`src/rtl/conv_channel_scheduler_if.sv`:
```
// Handshake and data bus between the layer controller, the MAC engine and conv_channel_scheduler.
interface conv_channel_scheduler_if #(
    parameter int unsigned DATA_WIDTH = 8,
    parameter int unsigned ACC_WIDTH  = 32
);
    localparam int unsigned CNT_WIDTH = 8;
    localparam int unsigned RES_WIDTH = 2 * DATA_WIDTH;

    logic                        start;
    logic [CNT_WIDTH-1:0]        num_in_groups;
    logic [CNT_WIDTH-1:0]        num_out_ch;
    logic                        fetch_ready;
    logic signed [RES_WIDTH-1:0] eng_result;
    logic                        fetch_valid;
    logic [CNT_WIDTH-1:0]        input_channel_sel;
    logic [CNT_WIDTH-1:0]        output_channel_sel;
    logic                        input_channel_done;
    logic                        output_channel_done;
    logic                        busy;
    logic                        done;
    logic                        acc_valid;
    logic [CNT_WIDTH-1:0]        acc_out_ch;
    logic signed [ACC_WIDTH-1:0] acc_data;

    modport master (
        output start, num_in_groups, num_out_ch, fetch_ready, eng_result,
        input  fetch_valid, input_channel_sel, output_channel_sel, input_channel_done,
               output_channel_done, busy, done, acc_valid, acc_out_ch, acc_data
    );

    modport slave (
        input  start, num_in_groups, num_out_ch, fetch_ready, eng_result,
        output fetch_valid, input_channel_sel, output_channel_sel, input_channel_done,
               output_channel_done, busy, done, acc_valid, acc_out_ch, acc_data
    );
endinterface

```
`src/rtl/conv_channel_scheduler.sv`:
```
// Walks (output channel, input group) beats into the MAC engine and accumulates per-channel totals.
// Define SCHED_SATURATE_EN to clamp the accumulator instead of wrapping.
module conv_channel_scheduler #(
    parameter int unsigned DATA_WIDTH     = 8,
    parameter int unsigned ACC_WIDTH      = 32,
    parameter int unsigned ENGINE_LATENCY = 4
) (
    input  logic                     clk,
    input  logic                     rst,
    conv_channel_scheduler_if.slave  bus
);
    localparam int unsigned CNT_WIDTH = 8;

    typedef enum logic [1:0] {IDLE, RUN, DRAIN, DONE} state_t;

    typedef struct packed {
        logic                 valid;
        logic                 last;
        logic [CNT_WIDTH-1:0] oc;
    } tag_t;

    state_t                      state;
    logic [CNT_WIDTH-1:0]        n_groups;
    logic [CNT_WIDTH-1:0]        n_out;
    logic [CNT_WIDTH-1:0]        ic;
    logic [CNT_WIDTH-1:0]        oc;
    tag_t                        tag_pipe [ENGINE_LATENCY];
    logic signed [ACC_WIDTH-1:0] run_sum;

    logic                        issue_c;
    logic                        ic_last_c;
    logic                        oc_last_c;
    logic                        pipe_busy_c;
    tag_t                        exit_tag_c;
    logic signed [ACC_WIDTH-1:0] next_sum_c;

    // Issue is combinational on fetch_ready so a stalled cycle never advances the walk.
    assign issue_c   = (state == RUN) && bus.fetch_ready;
    assign ic_last_c = (ic == n_groups - 8'd1);
    assign oc_last_c = (oc == n_out - 8'd1);

    assign bus.fetch_valid         = issue_c;
    assign bus.input_channel_sel   = ic;
    assign bus.output_channel_sel  = oc;
    assign bus.input_channel_done  = issue_c && ic_last_c;
    assign bus.output_channel_done = issue_c && ic_last_c && oc_last_c;

    assign exit_tag_c = tag_pipe[ENGINE_LATENCY-1];

    always_comb begin
        pipe_busy_c = 1'b0;
        for (int unsigned i = 0; i < ENGINE_LATENCY; i++) begin
            pipe_busy_c = pipe_busy_c | tag_pipe[i].valid;
        end
    end

`ifdef SCHED_SATURATE_EN
    localparam int unsigned SUM_WIDTH = ACC_WIDTH + 1;
    localparam logic signed [ACC_WIDTH-1:0] SAT_MAX = {1'b0, {(ACC_WIDTH-1){1'b1}}};
    localparam logic signed [ACC_WIDTH-1:0] SAT_MIN = {1'b1, {(ACC_WIDTH-1){1'b0}}};

    logic signed [SUM_WIDTH-1:0] wide_sum_c;

    // One guard bit exposes overflow; clamp toward the sign of the true result.
    always_comb begin
        wide_sum_c = SUM_WIDTH'(run_sum) + SUM_WIDTH'(bus.eng_result);
        next_sum_c = wide_sum_c[ACC_WIDTH-1:0];
        if (wide_sum_c[ACC_WIDTH] != wide_sum_c[ACC_WIDTH-1]) begin
            next_sum_c = wide_sum_c[ACC_WIDTH] ? SAT_MIN : SAT_MAX;
        end
    end
`else
    assign next_sum_c = run_sum + ACC_WIDTH'(bus.eng_result);
`endif

    always_ff @(posedge clk) begin
        if (rst) begin
            state          <= IDLE;
            n_groups       <= '0;
            n_out          <= '0;
            ic             <= '0;
            oc             <= '0;
            run_sum        <= '0;
            bus.busy       <= 1'b0;
            bus.done       <= 1'b0;
            bus.acc_valid  <= 1'b0;
            bus.acc_out_ch <= '0;
            bus.acc_data   <= '0;
            for (int unsigned i = 0; i < ENGINE_LATENCY; i++) begin
                tag_pipe[i] <= '0;
            end
        end else begin
            bus.done      <= 1'b0;
            bus.acc_valid <= 1'b0;

            // Tags shift every cycle; stalls push bubbles so latency stays fixed.
            tag_pipe[0] <= '{valid: issue_c, last: issue_c && ic_last_c, oc: oc};
            for (int unsigned i = 1; i < ENGINE_LATENCY; i++) begin
                tag_pipe[i] <= tag_pipe[i-1];
            end

            if (exit_tag_c.valid) begin
                if (exit_tag_c.last) begin
                    bus.acc_valid  <= 1'b1;
                    bus.acc_data   <= next_sum_c;
                    bus.acc_out_ch <= exit_tag_c.oc;
                    run_sum        <= '0;
                end else begin
                    run_sum <= next_sum_c;
                end
            end

            if (issue_c) begin
                if (ic_last_c) begin
                    ic <= '0;
                    oc <= oc_last_c ? '0 : oc + 8'd1;
                end else begin
                    ic <= ic + 8'd1;
                end
            end

            case (state)
                IDLE: begin
                    if (bus.start) begin
                        n_groups <= bus.num_in_groups;
                        n_out    <= bus.num_out_ch;
                        ic       <= '0;
                        oc       <= '0;
                        bus.busy <= 1'b1;
                        if ((bus.num_in_groups == 8'd0) || (bus.num_out_ch == 8'd0)) begin
                            state    <= DONE;
                            bus.done <= 1'b1;
                        end else begin
                            state <= RUN;
                        end
                    end
                end
                RUN: begin
                    if (issue_c && ic_last_c && oc_last_c) begin
                        state <= DRAIN;
                    end
                end
                // Pipe empties in the same cycle the final total is presented.
                DRAIN: begin
                    if (!pipe_busy_c) begin
                        state    <= DONE;
                        bus.done <= 1'b1;
                    end
                end
                DONE: begin
                    state    <= IDLE;
                    bus.busy <= 1'b0;
                end
                default: state <= IDLE;
            endcase
        end
    end
endmodule

```
`src/flat_wrapper.sv`:
```
// flat-port wrapper written by rule: the top's interface ports become plain ports
module conv_channel_scheduler_flat 
#(
    parameter int unsigned DATA_WIDTH     = 8,
    parameter int unsigned ACC_WIDTH      = 32,
    parameter int unsigned ENGINE_LATENCY = 4
)
  (clk, rst, bus_start, bus_num_in_groups, bus_num_out_ch, bus_fetch_ready, bus_eng_result, bus_fetch_valid, bus_input_channel_sel, bus_output_channel_sel, bus_input_channel_done, bus_output_channel_done, bus_busy, bus_done, bus_acc_valid, bus_acc_out_ch, bus_acc_data);
  conv_channel_scheduler_if #(.DATA_WIDTH(DATA_WIDTH), .ACC_WIDTH(ACC_WIDTH)) bus_i ();
  input  logic clk;
  input  logic rst;
  input wire logic [$bits(bus_i.start)-1:0] bus_start;
  input wire logic [$bits(bus_i.num_in_groups)-1:0] bus_num_in_groups;
  input wire logic [$bits(bus_i.num_out_ch)-1:0] bus_num_out_ch;
  input wire logic [$bits(bus_i.fetch_ready)-1:0] bus_fetch_ready;
  input wire logic [$bits(bus_i.eng_result)-1:0] bus_eng_result;
  output wire logic [$bits(bus_i.fetch_valid)-1:0] bus_fetch_valid;
  output wire logic [$bits(bus_i.input_channel_sel)-1:0] bus_input_channel_sel;
  output wire logic [$bits(bus_i.output_channel_sel)-1:0] bus_output_channel_sel;
  output wire logic [$bits(bus_i.input_channel_done)-1:0] bus_input_channel_done;
  output wire logic [$bits(bus_i.output_channel_done)-1:0] bus_output_channel_done;
  output wire logic [$bits(bus_i.busy)-1:0] bus_busy;
  output wire logic [$bits(bus_i.done)-1:0] bus_done;
  output wire logic [$bits(bus_i.acc_valid)-1:0] bus_acc_valid;
  output wire logic [$bits(bus_i.acc_out_ch)-1:0] bus_acc_out_ch;
  output wire logic [$bits(bus_i.acc_data)-1:0] bus_acc_data;
  assign bus_i.start = bus_start;
  assign bus_i.num_in_groups = bus_num_in_groups;
  assign bus_i.num_out_ch = bus_num_out_ch;
  assign bus_i.fetch_ready = bus_fetch_ready;
  assign bus_i.eng_result = bus_eng_result;
  assign bus_fetch_valid = bus_i.fetch_valid;
  assign bus_input_channel_sel = bus_i.input_channel_sel;
  assign bus_output_channel_sel = bus_i.output_channel_sel;
  assign bus_input_channel_done = bus_i.input_channel_done;
  assign bus_output_channel_done = bus_i.output_channel_done;
  assign bus_busy = bus_i.busy;
  assign bus_done = bus_i.done;
  assign bus_acc_valid = bus_i.acc_valid;
  assign bus_acc_out_ch = bus_i.acc_out_ch;
  assign bus_acc_data = bus_i.acc_data;
  conv_channel_scheduler #(.DATA_WIDTH(DATA_WIDTH), .ACC_WIDTH(ACC_WIDTH), .ENGINE_LATENCY(ENGINE_LATENCY)) u_core (.clk(clk), .rst(rst), .bus(bus_i));
endmodule
```
`config.mk`:
```
export PLATFORM = sky130hd
export DESIGN_NAME = conv_channel_scheduler_flat
export DESIGN_NICKNAME = d
export VERILOG_FILES = /design/src/rtl/conv_channel_scheduler_if.sv /design/src/rtl/conv_channel_scheduler.sv /design/src/flat_wrapper.sv
export SDC_FILE = /design/constraint.sdc
export NUM_CORES = 1
export LEC_CHECK = 0
export BUFFER_PORTS_ARGS = -buffer_cell sky130_fd_sc_hd__buf_2
export CAP_MARGIN = 20
export CORE_UTILIZATION = 58
export CTS_CLUSTER_DIAMETER = 50
export DETAILED_ROUTE_END_ITERATION = 8
export PLACE_DENSITY_LB_ADDON = 0.15
export SLEW_MARGIN = 0
export SYNTH_ARGS = -nofsm -noshare
export SYNTH_HDL_FRONTEND = slang
export SYNTH_SLANG_ARGS = --single-unit
```
`constraint.sdc`:
```
create_clock -name clk -period 3.3 [get_ports clk]
set_input_delay 0.66 -clock clk [delete_from_list [all_inputs] [get_ports clk]]
set_output_delay 0.66 -clock clk [all_outputs]
set_load 0.01 [all_outputs]
```
# Yosys cells after proc, flatten, opt, wreduce, memory -nomap -nowiden

Memories as Yosys holds them, arrays and structs flattened.
Cells that the tools add are included.

Add/subtract/negate cells: 5
Multiply operators: 0
Divide/modulo/power cells: 0
Magnitude comparators: 0
Equality and inequality tests: 8
Shifts and indexed selects: 0
Muxes and demuxes: 29
Bitwise gates (word level): 8
Reduce and logical (&&, ||, !) cells: 13

Operators with widths:

| operator            | number |
|---|---|
| $mux 8              | 9 |
| $mux 10             | 4 |
| $add 32x16->32      | 1 |
| $mux 32             | 1 |
| $add 8x1->8 const B | 2 |
| $eq 8x8->1          | 2 |
| $logic_not 8->1     | 2 |
| $sub 8x1->8 const B | 2 |
| $mux 1              | 8 |
| $mux 2              | 4 |
| $pmux 2 s4          | 1 |
| $or 1x1->1          | 7 |
| $ne 2x2->1 const B  | 3 |
| $reduce_and 2->1    | 3 |
| $eq 2x2->1 const B  | 2 |
| $pmux 1 s2          | 2 |
| $logic_and 1x1->1   | 3 |
| $reduce_and 3->1    | 1 |
| $eq 2x1->1 const B  | 1 |
| $logic_not 2->1     | 1 |
| $reduce_bool 2->1   | 1 |
| $reduce_or 2->1     | 1 |
| $logic_or 1x1->1    | 1 |
| $not 1->1           | 1 |

Flip-flop bits (word level): 109
Bits in latches: 0
Memory bits (writable): 40
Memory bits (read-only): 0
Input bits: 36
Output and inout port bits: 62
Logic and storage cells: 75
Memories: 1

Memory list:

| memory          | depth | bits a word | rd ports | clocked after Yosys merged registers in | write ports | line                         | source |
|---|---|---|---|---|---|---|---|
| u_core.tag_pipe | 4     | 10          | 4        | 0                                       | 4           | conv_channel_scheduler.sv:27 | `tag_t tag_pipe [ENGINE_LATENCY];` |

# Depth between registers and ports, before layout

Depth after elaboration: 7
Mapped depth: 11
Gate-level depth less buffers: 11

# Worst setup path before layout

No wires, ideal clock.

Path type: input to register
Start: input port bus_eng_result[0]
End: register u_core.bus.acc_data[26]
Library setup time: 0.122 ns
Arrival: 2.695 ns
Required time: 3.178 ns
Path slack: 0.483 ns
Stages on the path: 11
Path buffers: 0
Cells stage by stage: ha_1 inv_1 fa_1 nand2b_1 a21oi_1 o211ai_1 a21oi_1 or4_1 a21oi_1 nor4_1 a311o_1

Word-level cells in the longest chain between the ends: 1

Ends and longest elaborated chain:

| item                   | line                            | source |
|---|---|---|
| start: declaration     | flat_wrapper.sv:16              | `input wire logic [$bits(bus_i.eng_result)-1:0] bus_eng_result;` |
| $add 32x16->32         | conv_channel_scheduler.sv:73    | `assign next_sum_c = run_sum + ACC_WIDTH'(bus.eng_result);` |
| end signal: assignment | conv_channel_scheduler.sv:105   | `bus.acc_data <= next_sum_c;` |
| end: declaration       | conv_channel_scheduler_if.sv:34 | `output_channel_done, busy, done, acc_valid, acc_out_ch, acc_data` |

Every way passes these cells.
A chain may end at the register's enable or synchronous reset.

# Final worst setup path

Start: register u_core.n_groups[1]
End: output port bus_output_channel_done

Word-level cells in the longest chain between the ends: 4

Ends and longest elaborated chain:

| item                           | line                          | source |
|---|---|---|
| start: declaration             | conv_channel_scheduler.sv:23  | `logic [CNT_WIDTH-1:0] n_groups;` |
| start signal: assignment       | conv_channel_scheduler.sv:125 | `n_groups <= bus.num_in_groups;` |
| $sub 8x1->8                    | conv_channel_scheduler.sv:39  | `assign ic_last_c = (ic == n_groups - 8'd1);` |
| $eq 8x8->1                     | conv_channel_scheduler.sv:39  |  |
| $logic_and 1x1->1 (2 in a row) | conv_channel_scheduler.sv:46  | `assign bus.output_channel_done = issue_c && ic_last_c && oc_last_c;` |
| end: declaration               | flat_wrapper.sv:21            | `output wire logic [$bits(bus_i.output_channel_done)-1:0] bus_output_channel_done;` |

Every way passes these cells.

==> impl_metrics.csv <==
group,metric,value,unit
final_layout,layout-drive-gt1-share,18.3,%
cts,cts_buffer_depth,2,
cts,cts_buffers,17,
final_layout,n_antenna_cell,0,
synth,synth_edf_count,0,
synth,synth-xor-area-share,5.96,%
sta,max_freq,303,MHz
sta,hold_violations,0,
route,ant_nets,0,
route,wl,17900,um
synth,synth_top_area_share,40.6,%
synth,post-synth-top-area-cell,"dfxtp_1",
pwr,p_per_area,521,nW/um2
grt,gr-usage-all-layers,28.3,%
route,vias,6643,
sta,fin_ws,-0.00369,ns
placed_design,dp_hpwl,13000,um
setup_path,cp_slowest_cell,"or4_4",
cts,cts_tree,"done",
die,ios,98,
route,wl_per_cell,15.5,um
synth,synth_top_family_by_area,"simple AND/OR/NAND/NOR gates",
synth,syn_inst,871,
die,start_util,60.4,%
grt,grt_pass1_wl,29400,um
outcome,outcome,"complete, but fails checks",
final_layout,area.growth.synth_to_final,19.2,%
sta,rsz0062_at_grt,"true",
die,die_y,115,um
cts,clock_latency,0.42,ns
synth,synth_area_per_cell,8.43,um2
synth,yosysUniqueCellTypes,66,
synth,synth_fp_nets,947,
synth,async_flop_share,0,%
synth,synthMuxAreaShare,0.409,%
synth,yosys_warnings,0,
setup_path,r2r_cells,11,
job,max-cap-violations,0,
grt,grt_overflow_total,0,
die,fp.coreArea,12200,um2
cts,numClockSinks,149,
grt,grt_max_degree,61,
synth,synthAdderAreaFrac,6.92,%
outcome,violations,"negative setup slack",
synth,synth-simple-area-share,22.7,%
sta,finalSetupViolCount,1,
sta,period_share,100,%
synth,synth_ff_type,"dfxtp_1",
sta,post-route-min-period,3.30,ns
pwr,worst_ir_drop_vdd,0.455,mV
final_layout,finalInstanceArea,8750,um2
synth,synth_compound_area_share,19.8,%
worst_hold_path,holdPathStages,2,
route,viasPerCell,5.73,
synth,syn_area,7340,um2
setup_path,path_cells,"buf_4, or4_4, or4_1, o211ai_2, a31oi_4, nor3_4, and2_1, buf_2",
sta,clock_skew,0.0105,ns
die,die-area,13100,um2
sta,worst_pin_slew,0.652,ns
sta,slew_headroom,56.5,%
sta,slew_viol_final,0,
cts,clkTransAtPathRegs,0.07,ns
worst_hold_path,hold_class,"register to register",
grt,antenna_found_initial,0,
synth,synth_area_leaders,"dfxtp_1 (41%), nand2_1 (6.8%), ha_1 (6.6%), a21oi_1 (5.8%), xnor2_1 (3.6%)",
cts,htreeDepth,4,
placed_design,io_buffers,97,
final_layout,post-route-util,72.0,%
setup_path,crit_type,"register to primary output",
synth,ys_ff_latch,149,
setup_path,cp.arrival,2.64,ns
pwr,p_leak,3.76,nW
route,drc,0,
route,firstDrtPassIters,6,
setup_path,crit_path_max_incr_delay,0.54,ns
setup_path,endpoint_kind,"primary output",
placed_design,place_area,8110,um2
placed_design,gp_congestion,0.902,
final_layout,nets,1055,
setup_path,required,2.64,ns
setup_path,cp_max_fo,4,
grt,grt_pass1_vias,6256,
route,drtIter0Drc,329,
die,dieWidth,115,um
die,rows,40,
cts,root_buffer,"clkbuf_16",
synth,yosysSeqAreaShare,40.6,%
setup_path,worstSetupStartpointType,"register",
==> flip-flops by register name, indices dropped and copies added, names as in the netlist, 2 cells and up <==
signal / flops
u_core.tag_pipe: 40
u_core.bus.acc_data: 32
u_core.run_sum: 32
u_core.bus.acc_out_ch: 8
u_core.bus.input_channel_sel: 8
u_core.bus.output_channel_sel: 8
u_core.n_groups: 8
u_core.n_out: 8
u_core.state: 2
==> repair_timing <==
action / 4_1_cts / 5_1_grt
hold buffers: 0 / 0
gates resized for setup: 0 / 11
pin swaps: 1 / 5
endpoints found under the setup margin: 1 / 2
setup buffers: 2 / 1
==> cell usage after synthesis, types with 4 or more instances <==
master,number
dfxtp_1,149
nand2_1,134
a21oi_1,85
nor2_1,63
nor2b_1,40
ha_1,39
clkbuf_1,34
o21ai_0,33
xnor2_1,30
inv_1,24
nand3_1,20
xor2_1,20
a21o_1,12
and3_1,12
a22oi_1,11
nor3_1,11
nand4_1,10
and2_1,9
nor4_1,9
or3_1,9
a211oi_1,8
o21bai_1,8
nand2b_1,7
o211ai_1,7
a22o_1,6
a31oi_1,6
buf_1,6
o21a_1,5
a32o_1,4
and4_1,4
nor3b_1,4
o311ai_0,4
==> through the flow <==
stage,power (mW),setup slack [ns],hold slack (ns),instances,TNS [ns]
4_1_cts,4.57,0.00375,0.434,1159,0
6_report,4.56,-0.00369,0.430,1160,-0.00369
3_5_place_dp,2.67,0.0548,0.422,1125,0
2_1_floorplan,2.50,0.483,0.414,871,0
5_1_grt,4.76,-0.0905,0.447,1160,-0.134
3_3_place_gp,2.64,0.0658,0.415,1125,0
==> cell usage in the layout, fill, tap and decap left out, types with 5 or more instances in the layout <==
cell type and n:
nor4_1 9, inv_6 7, ha_1 38, o21bai_1 8
a22oi_1 11, xor2_1 20, nand2b_1 7, and2_1 9
a22o_1 6, o211ai_1 7, buf_2 95, buf_4 35
or3_1 9, nand3_1 20, a21oi_1 85, a21o_1 12
xnor2_1 30, nor2_1 63, clkbuf_16 17, a31oi_1 6
a211oi_1 7, and3_1 12, dfxtp_1 147, inv_1 22
nor3_1 10, o21a_1 5, nand4_1 10, nor2b_1 40
o21ai_0 33, nand2_1 134
==> kinds of logic (layout without fill, tap and decap cells) <==
family / after synthesis / in the layout
buf+inv: 67 / 188
mux: 3 / 3
flops: 149 / 149
xor+xnor: 50 / 50
fa+ha+maj: 40 / 40
simple gates: 342 / 342
compound gates: 220 / 220
==> cell type report <==
class	count	area [um2]
timing repair buffer	131	749
multi-input combinational	655	4130
tap	168	210
sequential	149	2990
clock buffer	18	429
clock inverter	14	155
inverter	25	93.8
fill	900	3410
==> power by group <==
group,internal (mW),total [mW],switching [mW]
sequential,1.86,1.93,0.0700
clock,1.07,1.89,0.822
combinational,0.304,0.736,0.432
total,3.24,4.56,1.32
==> critical path, delay by kind of cell, from the launching register on <==
kind / cells / cell delay [ns]
and+or+nand+nor: 4 / 1.38
DFF: 1 / 0.33
buffers and inverters: 2 / 0.26
AOI/OAI and AO/OA: 2 / 0.25
==> final timing paths <==
path | from | to | slack [ns]
setup / recovery | u_core.n_groups[1] | bus_output_channel_done | -0.004
hold / removal | u_core.tag_pipe[3][5] | u_core.bus.acc_out_ch[5] | 0.43
setup reg to reg | u_core.run_sum[0] | u_core.run_sum[28] | 0.42
hold reg to reg | u_core.tag_pipe[3][5] | u_core.bus.acc_out_ch[5] | 0.43
==> metal layers <==
layer  share of wire (%)  wire (um)  vias up  global-route usage [%]
li1                    -          -     3301                       -
met3                 5.3        943       28                    6.14
met2                  48       8650      201                    48.4
met5                   0          0        -                       0
met1                  45       8080     3113                    35.0
met4                 1.5        276        0                    10.0
Power figures use the tool's default switching activity.
